--- config.mk ---
export PLATFORM = sky130hd
export DESIGN_NAME = rr_arbiter_8
export DESIGN_NICKNAME = d
export VERILOG_FILES = /design/src/rtl/rr_arbiter_8.sv
export SDC_FILE = /design/constraint.sdc
export NUM_CORES = 1
export LEC_CHECK = 0
export ABC_AREA = 1
export BUFFER_PORTS_ARGS = -buffer_cell sky130_fd_sc_hd__buf_2
export CORE_ASPECT_RATIO = 0.8
export CORE_MARGIN = 1
export CORE_UTILIZATION = 55
export DETAILED_ROUTE_END_ITERATION = 10
export PLACE_DENSITY = 0.81
export SLEW_MARGIN = 20
export SYNTH_ARGS = -nofsm -noshare
export SYNTH_HDL_FRONTEND = slang
export SYNTH_SLANG_ARGS = --single-unit
--- constraint.sdc ---
create_clock -name clk_i -period 3 [get_ports clk_i]
set_input_delay 0.3 -clock clk_i [delete_from_list [all_inputs] [get_ports clk_i]]
set_output_delay 0.3 -clock clk_i [all_outputs]
set_load 0.03 [all_outputs]
--- src/rtl/rr_arbiter_8.sv ---
// Eight-requester round-robin arbiter with grant hold and a per-grant hold timeout.
// The registered grant index is held stable so it can drive a one-hot decoder select directly.
module rr_arbiter_8 #(
   parameter int unsigned MAX_HOLD = 16
) (
   input  logic       clk_i,
   input  logic       rst_i,
   input  logic [7:0] req_i,
   input  logic       done_i,
   output logic       gnt_valid_o,
   output logic [2:0] gnt_idx_o,
   output logic       timeout_o
);

   typedef enum logic {IDLE, GRANT} state_e;

   localparam logic       HOLD_EN   = (MAX_HOLD != 0);
   localparam logic [4:0] HOLD_LAST = HOLD_EN ? 5'(MAX_HOLD - 1) : 5'd0;

   state_e     state_q, state_d;
   logic [2:0] ptr_q, ptr_d;
   logic [4:0] cnt_q, cnt_d;
   logic       gnt_valid_q, gnt_valid_d;
   logic [2:0] gnt_idx_q, gnt_idx_d;
   logic       timeout_q, timeout_d;

   logic [7:0] req_rot;
   logic [2:0] pick_off;
   logic       rel_normal;
   logic       rel_timeout;

   // Rotate requests so the pointer position lands at bit 0; the lowest set bit is the winner.
   always_comb begin
      req_rot  = 8'({req_i, req_i} >> ptr_q);
      pick_off = 3'd0;
      for (int i = 7; i >= 0; i--) begin
         if (req_rot[i]) pick_off = 3'(i);
      end
   end

   always_comb begin
      // NOTE: every variable gets a default before the case so no path leaves it unassigned (no latches).
      state_d     = state_q;
      ptr_d       = ptr_q;
      cnt_d       = cnt_q;
      gnt_valid_d = gnt_valid_q;
      gnt_idx_d   = gnt_idx_q;
      timeout_d   = 1'b0;
      rel_normal  = done_i | ~req_i[gnt_idx_q];
      rel_timeout = HOLD_EN && (cnt_q == HOLD_LAST);
      case (state_q)
         IDLE: begin
            if (|req_i) begin
               gnt_idx_d   = ptr_q + pick_off;
               gnt_valid_d = 1'b1;
               cnt_d       = 5'd0;
               state_d     = GRANT;
            end
         end
         GRANT: begin
            if (rel_normal || rel_timeout) begin
               gnt_valid_d = 1'b0;
               ptr_d       = gnt_idx_q + 3'd1;
               timeout_d   = rel_timeout & ~rel_normal;
               state_d     = IDLE;
            end else if (cnt_q != 5'd31) begin
               // Saturating so an unlimited hold never wraps into a false timeout match.
               cnt_d = cnt_q + 5'd1;
            end
         end
         default: state_d = IDLE;
      endcase
   end

   always_ff @(posedge clk_i or posedge rst_i) begin
      if (rst_i) begin
         state_q     <= IDLE;
         ptr_q       <= 3'd0;
         cnt_q       <= 5'd0;
         gnt_valid_q <= 1'b0;
         gnt_idx_q   <= 3'd0;
         timeout_q   <= 1'b0;
      end else begin
         // NOTE: non-blocking assignments so every register samples the pre-edge values.
         state_q     <= state_d;
         ptr_q       <= ptr_d;
         cnt_q       <= cnt_d;
         gnt_valid_q <= gnt_valid_d;
         gnt_idx_q   <= gnt_idx_d;
         timeout_q   <= timeout_d;
      end
   end

   assign gnt_valid_o = gnt_valid_q;
   assign gnt_idx_o   = gnt_idx_q;
   assign timeout_o   = timeout_q;

endmodule

==> results by group, run 1 <==
Outcome
  – Status: finished clean

Placed design
  – Post-DP Area: 0.00135 sq mm
  – GP Congestion: 0.902
  – DP Cell Count: 223
  – Dpl hpwl: 2.33 mm
  – Port Buffers: 15
  – Post-place setup slack: 0.433 ns

Finish
  – Final Non-Filler Cells: 227
  – Share of cells above drive strength 1: 20.3%
  – Multi-input gate area: 826 sq um
  – Area Overhead vs Synth: 7.89%
  – Design Area, Final: 0.00139 sq mm
  – Reg area: 350 sq um
  – Number of nets in the layout: 220
  – ANT cells: 0
  – # fillers: 211

Logic synthesis
  – Post-Syn Instances: 187
  – Avg Cell Area, Syn: 6.87 sq um
  – Largest area contributor in the netlist: dfrtp_1
  – Top cells by count, synth: nand2_1, nand3_1, dfrtp_1
  – Net Count, Synth: 204
  – Mapped Area: 0.00128 sq mm
  – Async set-reset flop share out of synthesis: 100%
  – Count of cell types in the netlist: 33
  – Register bit total from synthesis: 14
  – Most common cell in the netlist: nand2_1
  – Ys Warns: 0
  – Top_reg_cell synth: dfrtp_1
  – Area contributors post-synth: dfrtp_1, nand2_1, nand3_1
  – Seq/Total Area, Yosys: 27.3%
  – Share of the synthesized area in the top cell type: 27.3%
  – Post-synth EDFFs: 0

Setup path
  – CP dominant cell by count: nand2_1
  – Worst reg2reg startpoint: ptr_q[0]$_DFFE_PP0P_
  – FF-to-FF setup slack: 0.41 ns
  – Kind of cell adding the most delay to the critical path: simple AND/OR/NAND/NOR gates
  – Critical path fanouts, max: 11
  – Reg2reg path depth: 19
  – Worst-path cell chain: inv_6 > nand2_1 > nand3_1 > nand3_1 > nand2_1 > inv_1 > nand2_1 > nand2_1 > nand2_1 > nand2_1 > a21oi_1 > ha_1 > inv_1 > fa_1 > xor2_1 > inv_1 > nand3_1 > nand3_1 > nand2_1
  – Setup crit start kind: flip-flop
  – Setup CP Type: reg2reg
  – Crit path buf inv count: 4
  – Arr. time, crit path: 2.77 ns
  – Slowest stage delay, CP: 0.55 ns
  – CP Launch Point: ptr_q[0]$_DFFE_PP0P_
  – Slowest CP cell: dfrtp_1
  – R2R Path End: gnt_idx_o[2]$_DFFE_PP0P_
  – Required time worst endpoint: 3.18 ns
  – Crit. End Element: flip-flop

Die
  – Core Region: 0.00218 sq mm
  – Cell Rows: 15
  – Die footprint: 0.00253 sq mm
  – # IOs: 16
  – Die width: 56.0 um
  – Initial Util: 59.0%
  – DIE HEIGHT: 45.2 um

Drt
  – DR pass1 iterations: 4
  – Final wirelength: 2.92 mm
  – DRT antenna net count: 0
  – Via Count: 1,290
  – DRC viols: 0
  – Wire length per cell: 12.9 um
  – Via/cell ratio: 5.68
  – Initial DRC Count: 83

STA
  – Setup violators final: 0
  – Max frequency: 0.386 GHz
  – RSZ-0062 raised after global routing: no
  – Final hold vios: 0
  – Post-route setup TNS: 0 ns
  – Post-route setup slack: 0.412 ns
  – Final worst path period share: 86.3%
  – Worst-Margin Slew: 0.531 ns
  – Clock Skews: 0.00179 ns
  – Slew Viols, Final: 0
  – Post-route minimum period: 2.59 ns
  – Slew margin rel.: 64.6%

Clock tree
  – Clk slew on worst S/H paths: 0.09 ns
  – CTS buffer count: 3
  – Post_cts resized: 0
  – Post-CTS Hold Fix Bufs: 0
  – Max Root-Sink Buffers: 2
  – Clock latency on the worst-skew pair: 0.28 ns
  – CTS tree: yes
  – Post-CTS Setup Bufs: 0
  – H-tree levels: 1
  – # clock sinks: 14
  – CTS root buffer: clkbuf_4

Job
  – Max cap viols: 0

Global route
  – Total grt overflow: 0
  – GRT Resource Usage Total: 26.4%
  – Largest net degree at the start of global routing: 15
  – Antenna violations before repair: 0
  – Wire length of the first global-routing pass: 5.06 mm
  – Vias in the first global route: 1,128

Power and ir drop
  – Power density cells: 1130 mW/mm^2
  – Worst VDD drop: 0.733 mV
  – Lkg Pwr: 0.755 nW

Hold path
  – Worst hold-check path type: in2async
[report_power, final]
part           internal [mW]  total [mW]  switching (mW)
Clock                 0.0739       0.139          0.0656
Combinational          0.359        1.02           0.663
Sequential             0.258       0.410           0.152
Total                  0.691        1.57           0.880
[through the flow]
| step | util [%] | hold WS, ns | power [mW] |
|---|---|---|---|
| final | 63.7 | 0.0358 | 1.57 |
| after global routing | 63.7 | 0.0773 | 1.74 |
| after CTS | 63.7 | 0.0571 | 1.57 |
| after detailed placement | 62.0 | 0.365 | 1.43 |
| after global placement | 62.0 | 0.354 | 1.37 |
| after floorplan | - | 0.189 | 1.24 |
[how the worst max path moves through the flow]
stage	end	slack (ns)	cells after the start
2_1_floorplan	gnt_idx_o[2]$_DFFE_PP0P_	0.72	20
3_3_place_gp	gnt_idx_o[2]$_DFFE_PP0P_	0.53	19
3_5_place_dp	gnt_idx_o[2]$_DFFE_PP0P_	0.43	19
4_1_cts	gnt_idx_o[2]$_DFFE_PP0P_	0.42	19
5_1_grt	gnt_idx_o[2]$_DFFE_PP0P_	0.1	18
6_report	gnt_idx_o[2]$_DFFE_PP0P_	0.41	19
[routing by layer]
metal | track usage (%) | vias up | part of all wire [%]
li1 | - | 643 | -
met1 | 38.6 | 589 | 47
met2 | 38.8 | 54 | 43
met3 | 6.02 | 4 | 8.6
met4 | 8.29 | 0 | 0.89
met5 | 0 | - | 0
[cell usage in the layout, fill, tap and decap left out, types with 2 or more instances in the layout]
cell type	instances
o21ai_0	5
clkbuf_4	3
nand2_1	68
nor2_2	3
o21ai_1	4
buf_2	15
nand4_1	2
dfrtp_1	14
nand2_2	6
nand3_2	3
nor4_1	2
nor2_1	10
xor2_1	3
ha_1	5
nand3_1	27
nand2_4	2
inv_1	13
[logic make-up (layout without fill, tap and decap cells)]
| group | count (synthesis) | after routing | synth area share (%) |
|---|---|---|---|
| simple gates | 127 | 127 | 46.8 |
| fa+ha+maj | 6 | 6 | 6.43 |
| buf+inv | 20 | 35 | 8.47 |
| xor+xnor | 4 | 4 | 2.73 |
| compound gates | 16 | 16 | 8.28 |
| flops | 14 | 14 | 27.3 |
[layout make-up]
cell class / count / share of cell area [%]
timing repair buffer: 15 / 5.42
tap: 25 / 2.26
clock buffer: 4 / 2.62
sequential: 14 / 25.3
inverter: 16 / 4.87
multi-input combinational: 153 / 59.6
[state kept, by name (all words and copies together) (netlist names)]
signal       flops
gnt_valid_o      1
cnt_q            5
timeout_o        1
gnt_idx_o        3
ptr_q            3
state_q          1
(Power assumes the default switching activity.)
==> inputs of run 2 (changes only) <==
--- a/config.mk
+++ b/config.mk
@@ -10,6 +10,7 @@
 export CORE_ASPECT_RATIO = 0.8
 export CORE_MARGIN = 1
 export CORE_UTILIZATION = 55
+export CTS_BUF_LIST = sky130_fd_sc_hd__clkbuf_4
 export DETAILED_ROUTE_END_ITERATION = 10
 export PLACE_DENSITY = 0.81
 export SLEW_MARGIN = 20
==> run 2 against run 1 <==
Register-to-register slack barely moved. Worst setup slack got worse by 0.0046 ns. Clock skew rose by 0.00053 ns. Clock-buffer cell count fell by 1. Critical path depth did not move. Global-route usage rose by 0.063 points. Clock power fell by 19%. Sequential power barely moved. Largest cell class unchanged. Largest power group unchanged.
==> results by group, run 2 (same netlist as run 1, synthesis figures left out) <==
Drt
  – Final wirelength: 2.94 mm (was 2.92 mm)
  – Initial DRC Count: 106 (was 83)
  – DRT antenna net count: 0 (unchanged)
  – DR pass1 iterations: 4 (unchanged)
  – Via/cell ratio: 5.70 (was 5.68)
  – DRC viols: 0 (unchanged)
  – Via Count: 1,294 (was 1,290)
  – Wire length per cell: 12.9 um (about the same)

Global route
  – Vias in the first global route: 1,126 (was 1,128)
  – Largest net degree at the start of global routing: 15 (unchanged)
  – Antenna violations before repair: 0 (unchanged)
  – Wire length of the first global-routing pass: 5.08 mm (was 5.06 mm)
  – GRT Resource Usage Total: 26.4% (about the same)
  – Total grt overflow: 0 (unchanged)

Finish
  – Final Non-Filler Cells: 227 (unchanged)
  – Commonest non-fill, non-tap cell in the layout: nand2_1 (unchanged)
  – Layout Utilization: 63.2% (was 63.7%)
  – Biggest register: cnt_q (unchanged)
  – ANT cells: 0 (unchanged)
  – Area Overhead vs Synth: 7.11% (was 7.89%)
  – # fillers: 211 (unchanged)
  – Commonest cells after routing, fill and taps aside: nand2_1, nand3_1, buf_2 (unchanged)
  – Max FFs per register: 5 (unchanged)
  – Share of cells above drive strength 1: 19.8% (was 20.3%)
  – Design Area, Final: 0.00138 sq mm (was 0.00139 sq mm)
  – Number of nets in the layout: 220 (unchanged)

Placed design
  – Post-DP Area: 0.00135 sq mm (unchanged)
  – Dpl hpwl: 2.33 mm (unchanged)
  – Port Buffers: 15 (unchanged)
  – Post-place setup slack: 0.433 ns (unchanged)
  – GP Congestion: 0.902 (unchanged)
  – DP Cell Count: 223 (unchanged)

Setup path
  – Worst reg2reg startpoint: ptr_q[0]$_DFFE_PP0P_ (unchanged)
  – R2R Path End: gnt_idx_o[2]$_DFFE_PP0P_ (unchanged)
  – Arr. time, crit path: 2.77 ns (about the same)
  – Slowest CP cell: dfrtp_1 (unchanged)
  – Setup crit start kind: flip-flop (unchanged)
  – Critical path fanouts, max: 11 (unchanged)
  – Reg2reg path depth: 19 (unchanged)
  – Setup CP Type: reg2reg (unchanged)
  – Required time worst endpoint: 3.18 ns (about the same)
  – Slowest stage delay, CP: 0.55 ns (about the same)
  – Worst-path cell chain: inv_6 > nand2_1 > nand3_1 > nand3_1 > nand2_1 > inv_1 > nand2_1 > nand2_1 > nand2_1 > nand2_1 > a21oi_1 > ha_1 > inv_1 > fa_1 > xor2_1 > inv_1 > nand3_1 > nand3_1 > nand2_1 (unchanged)
  – CP dominant cell by count: nand2_1 (unchanged)
  – FF-to-FF setup slack: 0.41 ns (about the same)
  – Crit. End Element: flip-flop (unchanged)

STA
  – Max frequency: 0.386 GHz (about the same)
  – Clock Skews: 0.00232 ns (was 0.00179 ns)
  – Post-route setup TNS: 0 ns (unchanged)
  – Slew margin rel.: 64.5% (was 64.6%)
  – RSZ-0062 raised after global routing: no (unchanged)
  – Hold_ws: 0.0375 ns (was 0.0358 ns)
  – Final hold vios: 0 (unchanged)
  – Slew Viols, Final: 0 (unchanged)
  – Final worst path period share: 86.4% (was 86.3%)
  – Post-route minimum period: 2.59 ns (about the same)
  – Post-route setup slack: 0.407 ns (was 0.412 ns)
  – Worst-Margin Slew: 0.532 ns (was 0.531 ns)
  – Setup violators final: 0 (unchanged)

Clock tree
  – Post-CTS Setup Bufs: 0 (unchanged)
  – H-tree levels: 1 (unchanged)
  – Post_cts resized: 0 (unchanged)
  – Post-CTS Hold Fix Bufs: 0 (unchanged)
  – Max Root-Sink Buffers: 2 (unchanged)
  – Clk slew on worst S/H paths: 0.09 ns (about the same)
  – CTS root buffer: clkbuf_4 (unchanged)
  – CTS buffer count: 3 (unchanged)
  – CTS tree: yes (unchanged)
  – Clock latency on the worst-skew pair: 0.28 ns (about the same)
  – # clock sinks: 14 (unchanged)

Die
  – Die footprint: 0.00253 sq mm (unchanged)
  – Initial Util: 59.0% (unchanged)
  – Cell Rows: 15 (unchanged)
  – Die width: 56.0 um (unchanged)
  – Core Region: 0.00218 sq mm (unchanged)
  – # IOs: 16 (unchanged)
  – DIE HEIGHT: 45.2 um (unchanged)

Power and ir drop
  – Worst VDD drop: 0.722 mV (was 0.733 mV)
  – Power density cells: 1120 mW/mm^2 (was 1130 mW/mm^2)
  – Tot Pwr: 1.55 mW (was 1.57 mW)
  – Lkg Pwr: 0.750 nW (was 0.755 nW)

Hold path
  – Worst hold-check path type: in2async (unchanged)

Job
  – Max cap viols: 0 (unchanged)

Outcome
  – Status: finished clean (unchanged)
run 2: final cells by class:
type                    count  area [sq um]  share of cell area (%)
clock buffers               3          22.5                    1.64
clock inverters             1          3.75                   0.273
inverters                  16          67.6                    4.91
multi-input cells         153           826                    60.0
flip-flops and latches     14           350                    25.5
well taps                  25          31.3                    2.27
repair buffers             15          75.1                    5.45
run 2: where the power goes:
group / total [mW] / switching, mW / leakage (nW) / internal, mW
combinational: 1.02 / 0.663 / 0.554 / 0.360
sequential: 0.410 / 0.153 / 0.180 / 0.258
clock: 0.112 / 0.0642 / 0.0154 / 0.0483
run 2: routing by layer:
layer	vias up	part of all wire [%]	GRT usage, %
li1	639	-	-
met1	605	50	39.0
met2	46	43	38.6
met3	4	6.1	6.02
met4	0	0.92	8.29
met5	-	0	0
run 2: critical path, delay by kind of cell (launching register included):
family	cells	cell delay, ns
simple gates	11	0.78
compound gates	1	0.13
buf+inv	4	0.34
fa+ha+maj	2	0.53
flops	1	0.55
xor+xnor	1	0.17
run 2: worst max-delay path by stage:
stage	from	endpoint	slack [ns]	cells past startpoint
detailed placement	ptr_q[0]$_DFFE_PP0P_	gnt_idx_o[2]$_DFFE_PP0P_	0.43	19
finish	ptr_q[0]$_DFFE_PP0P_	gnt_idx_o[2]$_DFFE_PP0P_	0.41	19
global placement	ptr_q[0]$_DFFE_PP0P_	gnt_idx_o[2]$_DFFE_PP0P_	0.53	19
CTS	ptr_q[0]$_DFFE_PP0P_	gnt_idx_o[2]$_DFFE_PP0P_	0.42	19
global route	ptr_q[0]$_DFFE_PP0P_	gnt_idx_o[2]$_DFFE_PP0P_	0.1	18
floorplan	ptr_q[0]$_DFFE_PP0P_	gnt_idx_o[2]$_DFFE_PP0P_	0.72	20
